[src/rtl/lsu_mem_master_pkg.sv]
// Shared types for the MEM-stage load/store initiator: memory width codes,
// read/write strobe encoding, fault causes and the request state machine.
package lsu_mem_master_pkg;

   typedef enum logic [2:0] {
      WID_B   = 3'b000,
      WID_H   = 3'b001,
      WID_W   = 3'b010,
      WID_D   = 3'b011,
      WID_BU  = 3'b100,
      WID_HU  = 3'b101,
      WID_WU  = 3'b110,
      WID_ILL = 3'b111
   } mem_wid_e;

   localparam logic MEM_WRITE = 1'b0;
   localparam logic MEM_READ  = 1'b1;

   typedef enum logic [1:0] {
      NONE        = 2'd0,
      LD_MISALIGN = 2'd1,
      ST_MISALIGN = 2'd2,
      ILL_WIDTH   = 2'd3
   } lsu_cause_e;

   typedef enum logic [1:0] {
      IDLE  = 2'd0,
      ISSUE = 2'd1,
      WAIT  = 2'd2,
      RESP  = 2'd3
   } lsu_state_e;

endpackage

[src/rtl/lsu_align_check.sv]
// Width legality and natural-alignment check for a load/store request.
// Purely combinational; an illegal width outranks any misalignment.
module lsu_align_check
   import lsu_mem_master_pkg::*;
(
   input  logic       we,
   input  logic [2:0] wid,
   input  logic [2:0] addr,
   output logic       fault,
   output lsu_cause_e cause
);

   logic misalign_s;
   logic illegal_s;

   // Classify the request: unsigned widths are load-only
   always_comb begin
      misalign_s = 1'b0;
      illegal_s  = (wid == WID_ILL) || (we && wid[2]);
      case (mem_wid_e'(wid))
         WID_B, WID_BU: misalign_s = 1'b0;
         WID_H, WID_HU: misalign_s = addr[0];
         WID_W, WID_WU: misalign_s = (addr[1:0] != 2'b00);
         WID_D:         misalign_s = (addr != 3'b000);
         default:       misalign_s = 1'b0;
      endcase
      if (illegal_s) begin
         fault = 1'b1;
         cause = ILL_WIDTH;
      end else if (misalign_s) begin
         fault = 1'b1;
         if (we) begin
            cause = ST_MISALIGN;
         end else begin
            cause = LD_MISALIGN;
         end
      end else begin
         fault = 1'b0;
         cause = NONE;
      end
   end

endmodule

[src/rtl/lsu_mem_master.sv]
// MEM-stage load/store initiator: accepts one request, issues a single-cycle
// memory access, waits the fixed read latency and returns data or a fault.
module lsu_mem_master
   import lsu_mem_master_pkg::*;
#(
   parameter int DATA_WIDTH  = 64,
   parameter int MEM_LATENCY = 1
) (
   input  logic                  clk,
   input  logic                  rst_n,
   input  logic                  flush_i,
   input  logic                  req_valid_i,
   output logic                  req_ready_o,
   input  logic                  req_we_i,
   input  logic [2:0]            req_wid_i,
   input  logic [DATA_WIDTH-1:0] req_addr_i,
   input  logic [DATA_WIDTH-1:0] req_wdata_i,
   output logic                  resp_valid_o,
   input  logic                  resp_ready_i,
   output logic [DATA_WIDTH-1:0] resp_rdata_o,
   output logic                  resp_fault_o,
   output logic [1:0]            resp_cause_o,
   output logic [DATA_WIDTH-1:0] mem_addr_o,
   output logic                  mem_enwr_o,
   output logic                  mem_en_o,
   output logic [DATA_WIDTH-1:0] mem_data_o,
   output logic [2:0]            mem_wid_o,
   input  logic [DATA_WIDTH-1:0] mem_rdata_i
);

   localparam logic [2:0] LAT_CNT = 3'(MEM_LATENCY);

   lsu_state_e            state_r;
   lsu_state_e            state_nxt_s;
   logic                  enwr_r;
   logic [2:0]            wid_r;
   logic [DATA_WIDTH-1:0] addr_r;
   logic [DATA_WIDTH-1:0] wdata_r;
   logic [DATA_WIDTH-1:0] rdata_r;
   logic                  fault_r;
   lsu_cause_e            cause_r;
   logic [2:0]            cnt_r;

   logic                  chk_fault_s;
   lsu_cause_e            chk_cause_s;
   logic                  req_ready_s;
   logic                  accept_s;
   logic                  mem_en_s;

   lsu_align_check u_align_check (
      .we    (req_we_i),
      .wid   (req_wid_i),
      .addr  (req_addr_i[2:0]),
      .fault (chk_fault_s),
      .cause (chk_cause_s)
   );

   // Next-state, request acceptance and memory-enable decode
   always_comb begin
      state_nxt_s = state_r;
      req_ready_s = 1'b0;
      accept_s    = 1'b0;
      mem_en_s    = 1'b0;
      case (state_r)
         IDLE: begin
            req_ready_s = rst_n && !flush_i;
            accept_s    = req_ready_s && req_valid_i;
            if (accept_s) begin
               state_nxt_s = chk_fault_s ? RESP : ISSUE;
            end else begin
               state_nxt_s = IDLE;
            end
         end
         ISSUE: begin
            mem_en_s = rst_n && !flush_i;
            if (flush_i) begin
               state_nxt_s = IDLE;
            end else if (enwr_r == MEM_WRITE) begin
               state_nxt_s = RESP;
            end else begin
               state_nxt_s = WAIT;
            end
         end
         WAIT: begin
            if (flush_i) begin
               state_nxt_s = IDLE;
            end else if (cnt_r == 3'd1) begin
               state_nxt_s = RESP;
            end else begin
               state_nxt_s = WAIT;
            end
         end
         RESP: begin
            if (flush_i || resp_ready_i) begin
               state_nxt_s = IDLE;
            end else begin
               state_nxt_s = RESP;
            end
         end
         default: state_nxt_s = IDLE;
      endcase
   end

   // State register
   always_ff @(posedge clk) begin
      if (!rst_n) begin
         state_r <= IDLE;
      end else begin
         state_r <= state_nxt_s;
      end
   end

   // Request capture, latency countdown and read-data capture
   always_ff @(posedge clk) begin
      if (!rst_n) begin
         enwr_r  <= MEM_READ;
         wid_r   <= 3'b000;
         addr_r  <= '0;
         wdata_r <= '0;
         rdata_r <= '0;
         fault_r <= 1'b0;
         cause_r <= NONE;
         cnt_r   <= 3'd0;
      end else begin
         case (state_r)
            IDLE: begin
               if (accept_s) begin
                  enwr_r  <= !req_we_i;
                  wid_r   <= req_wid_i;
                  addr_r  <= req_addr_i;
                  wdata_r <= req_wdata_i;
                  rdata_r <= '0;
                  fault_r <= chk_fault_s;
                  cause_r <= chk_cause_s;
               end
            end
            ISSUE: cnt_r <= LAT_CNT;
            WAIT: begin
               cnt_r <= cnt_r - 3'd1;
               // Only the final latency cycle carries valid read data
               if ((cnt_r == 3'd1) && !flush_i) begin
                  rdata_r <= mem_rdata_i;
               end
            end
            default: begin
            end
         endcase
      end
   end

   assign req_ready_o  = req_ready_s;
   assign resp_valid_o = (state_r == RESP);
   assign resp_rdata_o = rdata_r;
   assign resp_fault_o = fault_r;
   assign resp_cause_o = cause_r;
   assign mem_addr_o   = addr_r;
   assign mem_enwr_o   = enwr_r;
   assign mem_en_o     = mem_en_s;
   assign mem_data_o   = wdata_r;
   assign mem_wid_o    = wid_r;

endmodule

[config.mk]
export PLATFORM = sky130hd
export DESIGN_NAME = lsu_mem_master
export DESIGN_NICKNAME = d
export VERILOG_FILES = /design/src/rtl/lsu_mem_master_pkg.sv /design/src/rtl/lsu_align_check.sv /design/src/rtl/lsu_mem_master.sv
export SDC_FILE = /design/constraint.sdc
export NUM_CORES = 1
export LEC_CHECK = 0
export ABC_AREA = 1
export ABC_CLOCK_PERIOD_IN_PS = 1600
export BUFFER_PORTS_ARGS = -buffer_cell sky130_fd_sc_hd__buf_2
export CORE_AREA = 4 4 154 156
export CTS_CLUSTER_SIZE = 8
export DETAILED_ROUTE_END_ITERATION = 16
export DIE_AREA = 0 0 158 160
export SETUP_SLACK_MARGIN = 0.2
export SYNTH_ARGS = -nofsm -noshare
export SYNTH_HDL_FRONTEND = slang
export SYNTH_SLANG_ARGS = --single-unit
[constraint.sdc]
create_clock -name clk -period 1.6 [get_ports clk]
set_input_delay 0.16 -clock clk [delete_from_list [all_inputs] [get_ports clk]]
set_output_delay 0.16 -clock clk [all_outputs]
set_load 0.02 [all_outputs]
Word level (Yosys, flattened, before mapping) --
Index checks and enable logic that the tools add are counted.
Operators by class: magnitude comparators 0, equality and inequality tests 12, add/subtract/negate cells 1, reductions and logical operators 17, multipliers 0, shifts and indexed selects 0, div/mod/pow operators 0, mux-type cells 21, bitwise gates (word level) 0
Operators by type and width (number):
- $mux W64 | 2
- $pmux W64 S2 | 1
- $mux W2 | 8
- $eq A3 B3 Y1 const B | 3
- $pmux W2 S4 | 1
- $mux W1 | 7
- $eq A3 B1 Y1 const B | 2
- $eq A3 B2 Y1 const B | 2
- $pmux W3 S2 | 1
- $reduce_bool A2 Y1 | 3
- $eq A2 B2 Y1 const B | 2
- $logic_and A1 B1 Y1 | 4
- $ne A2 B2 Y1 const B | 2
- $reduce_or A2 Y1 | 2
- $pmux W1 S3 | 1
- $reduce_and A3 Y1 | 1
- $reduce_bool A3 Y1 | 1
- $sub A3 B1 Y3 const B | 1
- $eq A2 B1 Y1 const B | 1
- $logic_not A1 Y1 | 2
- $logic_not A2 Y1 | 1
- $logic_or A1 B1 Y1 | 2
- $reduce_and A2 Y1 | 1
Storage, ports and cells: bits in latches 0, bits in read-only memories 0, memory bits (writable) 0, output and inout port bits 202, register bits after elaboration 204, memories kept 0, word-level logic and storage cells 60, input bits 201

Logic depth before layout (Yosys ltp) --
depth in word-level cells 8, gate-level depth with buffers 10, mapped depth without buffers 8

By module --
Synthesis repeated with hierarchy kept, for this count alone.
Second synthesis, totals: cells, all modules 1095, area total of the unflattened synthesis 7927.6 um^2
By module, submodules not included:
- lsu_mem_master | instances 1, cells an instance 1072, sequential area each 4083.9 um^2, area an instance 7832.5 um^2
- lsu_align_check | instances 1, cells an instance 23, sequential area each 0.0 um^2, area an instance 95.1 um^2

Worst setup path before layout --
No wires, ideal clock.
kind reg2reg, start point reg state_r[0], end point reg wdata_r[35], in the netlist mem_data_o[35], data arrival time 1.356 ns, buffers on the path 3, required time 1.484 ns, cell stages (with the launch flop) 10, period minus slack after synthesis 1.471 ns, path slack 0.129 ns, setup time 0.116 ns, cells stage by stage dfxtp_1 -> inv_1 -> ha_1 -> inv_1 -> nor2_4 -> buf_6 -> buf_8 -> buf_6 -> o21ai_0 -> nor2_1
On the way: cells in the longest elaborated chain, start to end 3
Ends and longest elaborated chain:
- start, declared | line lsu_mem_master.sv:33 | lsu_state_e state_r;
- start signal, assigned | line lsu_mem_master.sv:109 | state_r <= state_nxt_s;
- $logic_not A2 Y1 (*) | line lsu_mem_master.sv:64, lsu_mem_master.sv:125
- $mux W1 | line lsu_mem_master.sv:64 | case (state_r)
- $reduce_and A2 Y1 (no line) (*)
- end signal, assigned | line lsu_mem_master.sv:131 | wdata_r <= req_wdata_i;
- end, declared | line lsu_mem_master.sv:38 | logic [DATA_WIDTH-1:0] wdata_r;
Every way passes the cells marked *; elsewhere a longest branch is shown, timed or not. A chain may end at the register's enable or synchronous reset.

Final worst setup path --
start point reg state_r[0], end point reg rdata_r[18], in the netlist resp_rdata_o[18]
On the way: cells in the longest elaborated chain, start to end 4, elaborated cells between the ends (all ways) 8, classes of those cells eq/ne (3); mux (2); reduce/logical (3)
Ends and longest elaborated chain:
- $logic_not A2 Y1 | line lsu_mem_master.sv:64, lsu_mem_master.sv:125
- $mux W1 | line lsu_mem_master.sv:64
- $ne A2 B2 Y1 (no line)
- $reduce_and A3 Y1 (no line)
- end signal, assigned | line lsu_mem_master.sv:142 | rdata_r <= mem_rdata_i;
- end, declared | line lsu_mem_master.sv:39 | logic [DATA_WIDTH-1:0] rdata_r;
Parallel ways exist; a longest one is shown, timed or not.

==> reports/qor.yml <==
status: "complete, but fails checks"
violations: "setup timing"
rsz0062_at_grt: "true"
vias: 10040
detail-route-antenna-nets: 0
drt_iter0_drc: 574
start_kind: "register"
wl_per_cell_um: 18.60
synth_seq_cells: 204
antenna_found_initial: 5
p_per_area_nw_per_um2: 905.8
hp-class: "in -> reg"
num-fill-cells: 1528
ioPinCount: 403
drv_cap: 0
finalHoldViolations: 0
place_inst: 1704
grt_max_degree: 99
synthDistinctLibCells: 27
slew_headroom_pct: 56.27
worst_pin_slew_ns: 0.6559
synthCells: 1066
final_cell_mix: "buf_2 (398), nor2_1 (248), dfxtp_1 (201)"
grt_util_all_layers_pct: 26.88
critical_path_class: "reg -> reg"
drt-total-wl_um: 37250
avgSynthCellArea_um2: 7.356
htree_levels: 1
remaining_drc_errors: 0
final.setup.worst_slack_ns: -0.03807
total_power_uw: 14320
die_area_um2: 25280
core_area_um2: 22370
synthArstFlopShare_pct: 0
layout.cells.non_filler: 2003
clk-insertion-delay-late_ns: 0.53
synthToLayoutAreaGrowth_pct: 101.6
path_max_fanout: 7
syn_nets: 1273
design_area_um2: 15810
cts_buffers: 29
grt-ovfl-total: 0
yosys_warnings: 0
clockBufferDepth: 3
dr.pass1.iters: 5
final_common_cell: "buf_2"
max_freq_mhz: 610.5
crit_required_ns: 2.01
period_share_pct: 102.4
cts-root-buf: "clkbuf_16"
setup_tns_ns: -0.6899
syn_area_um2: 7841
setup_viol: 39
grt_pass1_vias: 10420
fp.dieW_um: 158
vias_per_cell: 5.013
period_needed_ns: 1.638
grt_pass1_wl_um: 54890
vdd_drop_max_v: 0.0007577
worstSetupEndpointType: "register"
place_ws_ns: -0.01728
rows: 55
drive_gt1_share_pct: 48.16
clock_skew_ns: 0.01757
cts_tree: "built"
dieHeight_um: 160
hpwl_um: 18970
num-nets-final: 1920
dpl_cell_area_um2: 10140
crit_arrival_ns: 2.05
floorplan.initialDensity_pct: 35.06
synth_edf_count: 0
ys.flop_type: "dfxtp_1"
yosysSeqAreaShare_pct: 52.08
place_congestion: 0.8361
port_buffers: 402
clock_sinks: 204
leakagePower_uw: 0.007372
slew_violations: 0
clk_pin_slew_worst_paths_ns: 0.05
## cell usage after synthesis, types with 2 or more instances
| library cell | number | share of area, % |
|---|---|---|
| nor2_1 | 390 | 19 |
| ha_1 | 6 | 0.96 |
| o21ai_1 | 9 | 0.57 |
| a21oi_1 | 11 | 0.70 |
| nand3_1 | 67 | 4.3 |
| clkbuf_1 | 33 | 1.6 |
| nand2_1 | 149 | 7.1 |
| inv_2 | 2 | 0.096 |
| buf_1 | 5 | 0.24 |
| dfxtp_1 | 204 | 52 |
| buf_4 | 9 | 0.86 |
| inv_1 | 11 | 0.53 |
| o21ai_0 | 127 | 8.1 |
| buf_2 | 19 | 1.2 |
| buf_6 | 12 | 1.7 |
## routing by layer
metal  vias up  global-route usage [%]  wire length (µm)
li1       4703                       -                 -
met1      4710                   29.94             13360
met2       498                   47.48             18960
met3       131                   6.938              3090
met4         0                   12.33              1837
met5         -                       0                 0
## cells by family (layout without fill, tap and decap cells)
kind of cell | Yosys count | after routing | synth area share (%)
flops | 204 | 204 | 52.08
compound gates | 151 | 151 | 9.766
simple gates | 612 | 612 | 30.68
other cells | 0 | 5 | 0
fa+ha+maj | 6 | 6 | 0.9574
buf+inv | 93 | 740 | 6.510
## final cells by class
class                      count  area [µm²]  share of cell area [%]
timing repair buffer         692        5842                   36.96
antenna                        5       12.51                 0.07916
inverter                      14       76.32                  0.4829
sequential                   204        4088                   25.86
clock buffer                  31       753.2                   4.765
multi-input combinational    769        4633                   29.31
timing repair inverter         3       45.04                  0.2850
tap                          285       356.6                   2.256
## critical path, cell delays in order, from the launching register on
cell	delay (ns)
dfxtp_2	0.33
inv_2	0.09
ha_4	0.16
inv_4	0.05
buf_6	0.11
o21ai_4	0.19
buf_6	0.17
buf_6	0.11
buf_16	0.12
nand3_2	0.06
nand2_1	0.08
nor2_1	0.05
## registers in the layout, indices dropped and copies added (netlist names)
register and count:
resp_rdata_o 64, state_r 2, resp_fault_o 1, mem_data_o 64, resp_cause_o 2, mem_wid_o 3
mem_addr_o 64, cnt_r 3, mem_enwr_o 1
## final timing paths
check	from	to	slack, ns	cells past startpoint
worst min-delay path	mem_rdata_i[0]	resp_rdata_o[0]	0.03	5
worst max-delay path	state_r[0]	resp_rdata_o[18]	-0.04	11
worst max register to register	state_r[0]	resp_rdata_o[18]	-0.04	11
worst min register to register	cnt_r[1]	cnt_r[1]	0.46	2
## what timing repair did
item / CTS / global route
hold buffers: 186 / 0
resized for setup: 359 / 202
cloned: 34 / 7
hold endpoints to repair: 187 / 0
pin swaps: 44 / 31
setup endpoints to repair: 203 / 204
buffers inserted: 29 / 7
## power breakdown
group          switching (µW)  internal (µW)  leakage, µW
Sequential                247           5410      0.00167
Combinational            1710           1570      0.00533
Clock                    2130           3240     0.000372
Total                    4090          10200      0.00737
## per-stage QoR
stage / util, % / hold slack [ns]
3_5_place_dp: 45.32 / 0.3868
5_1_grt: 70.67 / 0.03037
6_report: 70.67 / 0.02559
2_1_floorplan: - / 0.2598
4_1_cts: 66.77 / 0.002595
3_3_place_gp: 45.32 / 0.3800
Power figures use the tool's default switching activity.
